--- src/rtl/program_loader_pkg.sv ---
// Shared types and constants for the instruction-memory program loader.
package loader_pkg;

    typedef enum logic [1:0] {
        HEADER,
        LOAD,
        RUN,
        ERROR
    } loader_state_t;

    localparam int HEADER_BYTES = 4;

    function automatic int max_int(input int a, input int b);
        return (a > b) ? a : b;
    endfunction

endpackage

--- src/rtl/program_loader_byte_assembler.sv ---
// Little-endian byte-to-word assembler; word length is selected at run time by last_idx.
module byte_assembler #(
    parameter int NBYTES = 4,
    localparam int CW = $clog2(NBYTES) + 1
) (
    input  logic                clk,
    input  logic                reset,
    input  logic                clear,
    input  logic                byte_en,
    input  logic [7:0]          byte_data,
    input  logic [CW-1:0]       last_idx,
    output logic [8*NBYTES-1:0] word,
    output logic                word_complete
);

    logic [CW-1:0]       cnt_q;
    logic [8*NBYTES-1:0] word_q;

    // word already includes the byte being accepted, so the final byte is visible with word_complete
    always_comb begin
        word = word_q;
        for (int k = 0; k < NBYTES; k++) begin
            if (cnt_q == CW'(k)) begin
                word[8*k +: 8] = byte_data;
            end
        end
        word_complete = byte_en && (cnt_q == last_idx);
    end

    always_ff @(posedge clk or negedge reset) begin
        if (!reset) begin
            cnt_q  <= '0;
            word_q <= '0;
        end else if (clear) begin
            cnt_q <= '0;
        end else if (byte_en) begin
            word_q <= word;
            cnt_q  <= word_complete ? '0 : cnt_q + 1'b1;
        end
    end

endmodule

--- src/rtl/program_loader.sv ---
// Fills instruction memory from a byte stream (32-bit LE count, then LE words) while holding the core in reset.
module program_loader
    import loader_pkg::*;
#(
    parameter int          XLEN      = 32,
    parameter int          MEM_WORDS = 256,
    parameter logic [63:0] BASE_ADDR = 64'h0
) (
    input  logic            clk,
    input  logic            reset,
    input  logic            in_valid,
    input  logic [7:0]      in_data,
    output logic            in_ready,
    input  logic            reload,
    output logic            imem_write_en,
    output logic [XLEN-1:0] imem_write_addr,
    output logic [XLEN-1:0] imem_write_data,
    output logic            cpu_reset,
    output logic            done,
    output logic            error
);

    localparam int BPW = XLEN / 8;
    localparam int NB  = max_int(HEADER_BYTES, BPW);
    localparam int CW  = $clog2(NB) + 1;
    localparam logic [31:0]     MAX_N = 32'(MEM_WORDS);
    localparam logic [XLEN-1:0] BASE  = BASE_ADDR[XLEN-1:0];

    loader_state_t   state_q, state_d;
    logic            byte_en, asm_done, asm_clear;
    logic [CW-1:0]   last_idx;
    logic [8*NB-1:0] asm_word;
    logic [31:0]     hdr_count, n_words_q, word_cnt_q;
    logic            vld_p1, run_p1;
    logic [XLEN-1:0] addr_p1, data_p1;

    assign in_ready  = (state_q == HEADER) || (state_q == LOAD);
    assign byte_en   = in_valid && in_ready;
    assign asm_clear = (state_q == RUN) && reload;
    assign last_idx  = (state_q == HEADER) ? CW'(HEADER_BYTES - 1) : CW'(BPW - 1);
    assign hdr_count = asm_word[31:0];

    byte_assembler #(.NBYTES(NB)) u_asm (
        .clk           (clk),
        .reset         (reset),
        .clear         (asm_clear),
        .byte_en       (byte_en),
        .byte_data     (in_data),
        .last_idx      (last_idx),
        .word          (asm_word),
        .word_complete (asm_done)
    );

    always_ff @(posedge clk or negedge reset) begin
        if (!reset) begin
            state_q <= HEADER;
        end else begin
            state_q <= state_d;
        end
    end

    always_comb begin
        state_d = state_q;
        case (state_q)
            HEADER: begin
                if (asm_done) begin
                    if (hdr_count == 32'd0) begin
                        state_d = RUN;
                    end else if (hdr_count > MAX_N) begin
                        state_d = ERROR;
                    end else begin
                        state_d = LOAD;
                    end
                end
            end
            LOAD: begin
                if (asm_done && (word_cnt_q == n_words_q - 32'd1)) begin
                    state_d = RUN;
                end
            end
            RUN: begin
                if (reload) begin
                    state_d = HEADER;
                end
            end
            default: state_d = state_q;
        endcase
    end

    // stage p1: registered write strobe/address/data, one cycle after the final byte of a word
    always_ff @(posedge clk or negedge reset) begin
        if (!reset) begin
            n_words_q  <= '0;
            word_cnt_q <= '0;
            vld_p1     <= 1'b0;
            addr_p1    <= BASE;
            data_p1    <= '0;
            run_p1     <= 1'b0;
        end else begin
            vld_p1 <= (state_q == LOAD) && asm_done;
            // the write cycle itself is already RUN, so the core is released one cycle later
            run_p1 <= (state_d == RUN) && (state_q != LOAD);
            if (state_q == HEADER && asm_done) begin
                n_words_q  <= hdr_count;
                word_cnt_q <= '0;
            end
            if (state_q == LOAD && asm_done) begin
                addr_p1    <= BASE + XLEN'(word_cnt_q) * XLEN'(BPW);
                data_p1    <= asm_word[XLEN-1:0];
                word_cnt_q <= word_cnt_q + 32'd1;
            end
            if (asm_clear) begin
                n_words_q  <= '0;
                word_cnt_q <= '0;
            end
        end
    end

    assign imem_write_en   = vld_p1;
    assign imem_write_addr = addr_p1;
    assign imem_write_data = data_p1;
    assign cpu_reset       = run_p1;
    assign done            = run_p1;
    assign error           = (state_q == ERROR);

endmodule
--- config.mk ---
export PLATFORM = sky130hd
export DESIGN_NAME = program_loader
export DESIGN_NICKNAME = d
export VERILOG_FILES = /design/src/rtl/program_loader_pkg.sv /design/src/rtl/program_loader_byte_assembler.sv /design/src/rtl/program_loader.sv
export SDC_FILE = /design/constraint.sdc
export NUM_CORES = 1
export LEC_CHECK = 0
export ABC_AREA = 1
export BUFFER_PORTS_ARGS = -buffer_cell sky130_fd_sc_hd__buf_2
export CAP_MARGIN = 15
export CORE_AREA = 2 2 175 177
export CTS_CLUSTER_SIZE = 40
export DETAILED_ROUTE_END_ITERATION = 12
export DIE_AREA = 0 0 177 179
export PLACE_DENSITY = 0.45
export SYNTH_ARGS = -nofsm -noshare
export SYNTH_HDL_FRONTEND = slang
export SYNTH_SLANG_ARGS = --single-unit
--- constraint.sdc ---
create_clock -name clk -period 2.6 [get_ports clk]
set_clock_uncertainty 0.05 [all_clocks]
set_input_delay 0.52 -clock clk [delete_from_list [all_inputs] [get_ports clk]]
set_output_delay 0.52 -clock clk [all_outputs]
set_load 0.02 [all_outputs]
==> run metrics <==
Crit path largest cell delay=0.38 ns; Final Hold Viols=0; non-filler cells, final=1609; Avg Cell Area, Syn=7.764 um2; first-pass GRT wire length=39820 um; chip width=177 um; post-synth cell types=41; CP Cell Sequence=ha_1, nand2_2, buf_4, o21ai_0, nand2_1, nor2_1, nand2_1, nor2_1, nand3_1, a21oi_1, nand2_1, nor2_1; DR DRC count=0; WP data arrival=2.64 ns; design area=10220 um2; Antenna Cells=0; RSZ-0062 raised after global routing=no; Worst Path Required=2.91 ns; placed insts=1571; vias per cell=4.509; maximum clock rate=0.4281 GHz; WL final=24440 um; routed len/inst=15.19 um; row count=64; Max-slew headroom=0.4564; Synth-to-Final Area Change=20.26%; post-synthesis sequential area ratio=0.4857; Worst path slowest cell=dfrtp_1; worst hold path type=input port to async pin; drt initial violations=449; final period utilization=0.8984; starting density of the core=0.2831; final setup fails=0; detailed-route via count=7255; largest net degree at the start of global routing=120; Die Height=179 um; Core Area=30030 um2; CTS sink cnt=165; DR pass1 iterations=4; Total GRT Usage=0.1627; PwrDens=1184 nW/um2; Yosys top cell area share=0.4857; Root Driver=clkbuf_16; CTS H-tree lvls=4; initial antenna violation count=0; Synth Register Bits=165; setup TNS=0 ns; Setup Slack @ Placement=0.2315 ns; proportion of layout cells with a drive suffix above 1=0.1558; Tightest Pin Transition=0.8142 ns; Tmin final=2.336 ns; Setup WS post-layout=0.2642 ns; Leak Pwr=5.219 nW; worst skew pair latency=0.43 ns; CTS tree=done; Num CTS Buffers=17; Clock Path Buffers=2; vias in the first global route=7025; CTS hold repair buffers=0; Synth area leaders=dfrtp_1 49%, nand2_1 15%, o21ai_0 8.8%; Post-Synthesis Cells=1095; CP endpoint kind=flop; status=finished, final reports clean; GP Congestion=0.8550; Antenna Nets Post-Route=0; total gr overflow=0; dpl hpwl=18090 um; synth warn=0; Final nets=1218; Clk pin slew, worst setup/hold paths=0.07 ns; Cell Area, Placed=9573 um2; Crit Path Category=flop to flop; Mapped Area=8502 um2; area of the die=31680 um2; Max Slew Vio Count=0; area leader, netlist=dfrtp_1; Peak VDD IR=483.0 uV; Port Buf Inserts=78; CP max FO=11; MaxCap Viol Count=0; nature of the critical path startpoint=flop; IO Pins=81
[state kept, by name (all words and copies together) (netlist names)]
name and flops:
word_cnt_q 32, imem_write_en 1, u_asm.word_q 32, state_q 2, imem_write_addr 30, imem_write_data 32
cpu_reset 1, u_asm.cnt_q 3, n_words_q 32
[final timing paths]
path	start	end	slack [ns]	depth (start not counted)
setup / recovery	u_asm.cnt_q[0]$_DFFE_PN0P_	cpu_reset$_DFF_PN0_	0.26	12
hold / removal	reset	imem_write_addr[7]$_DFFE_PN0P_	0.06	1
setup reg to reg	u_asm.cnt_q[0]$_DFFE_PN0P_	cpu_reset$_DFF_PN0_	0.26	12
hold reg to reg	imem_write_addr[20]$_DFFE_PN0P_	imem_write_addr[20]$_DFFE_PN0P_	0.42	2
max in group asynchronous	reset	u_asm.word_q[20]$_DFFE_PN0P_	1.81	2
min in group clk	in_data[0]	u_asm.word_q[24]$_DFFE_PN0P_	0.36	3
[synthesized netlist by cell type, drive strengths merged]
cell       n
conb       1
nor4       2
a211oi     1
xnor2      7
clkinv     1
and2       1
nand3b     6
clkbuf    26
inv      111
nand4     18
nand3     49
buf       15
o21a       5
xor2      26
o21ai    152
nor3      13
dfrtp    165
nand2    341
nor2     107
ha         6
and3       1
o22ai     14
a21oi     20
mux2i      6
o2111ai    1
[power by group]
part           leakage (nW)  switching (mW)  internal [mW]
Combinational          2.74            3.53           2.02
Sequential             2.19           0.622           3.32
Clock                 0.287            1.13           1.49
Total                  5.22            5.28           6.83
[kinds of logic (layout without fill, tap and decap cells)]
kind of cell | count (synthesis) | after routing | share of synthesized area
buf+inv | 153 | 270 | 0.07196
xor+xnor | 33 | 33 | 0.03400
other cells | 1 | 2 | 0.0004411
compound gates | 193 | 193 | 0.1179
flops | 165 | 165 | 0.4857
mux | 6 | 6 | 0.007064
simple gates | 538 | 538 | 0.2742
fa+ha+maj | 6 | 6 | 0.008830
[critical path, delay by kind of cell, from the launching register on]
family	cells	cell delay, ns
flops	1	0.38
buf+inv	1	0.21
simple gates	8	0.92
compound gates	2	0.48
fa+ha+maj	1	0.22
[layout make-up]
type,instances,area (um2)
clock inverter,12,145.1
fill,3232,19800
tap,396,495.5
multi-input combinational,778,3770
clock buffer,20,456.7
inverter,112,421.7
sequential,165,4129
timing repair buffer,126,807.0
[repair_timing]
| action | 4_1_cts | 5_1_grt |
|---|---|---|
| setup buffers | 0 | 6 |
| gates resized for setup | 0 | 6 |
| setup endpoints to repair | 0 | 3 |
[routing by layer]
metal	wire [um]	track usage	vias to the layer above
met5	0	0	-
met4	182	0.03375	0
met3	904	0.02502	14
met2	10800	0.2506	125
met1	12560	0.2403	3382
li1	-	-	3734
[placed cells by master (no fill, tap or decap), types with 3 or more instances in the layout]
master | synthesis | final
nand2_1 | 337 | 336
dfrtp_1 | 165 | 165
o21ai_0 | 150 | 146
inv_1 | 108 | 108
nor2_1 | 93 | 92
buf_2 | 5 | 77
nand3_1 | 47 | 47
buf_4 | 4 | 44
xor2_1 | 26 | 26
a21oi_1 | 20 | 20
clkbuf_16 | 0 | 17
nand4_1 | 16 | 16
o22ai_1 | 14 | 14
nor2_2 | 9 | 10
nor3_1 | 10 | 10
xnor2_1 | 7 | 7
nand3b_1 | 6 | 6
o21ai_1 | 2 | 6
mux2i_1 | 6 | 6
ha_1 | 6 | 6
o21a_1 | 5 | 5
nor2_4 | 4 | 4
buf_12 | 0 | 4
nand2_2 | 2 | 3
inv_2 | 3 | 3
clkinvlp_4 | 0 | 3
[stage by stage]
step,util,total power [mW],hold slack (ns)
2_1_floorplan,-,7.439,0.1744
3_3_place_gp,0.3188,9.464,0.4095
3_5_place_dp,0.3188,9.474,0.4123
4_1_cts,0.3388,12.16,0.07870
5_1_grt,0.3405,13.18,0.1052
6_report,0.3405,12.11,0.05850
(Power assumes the default switching activity.)
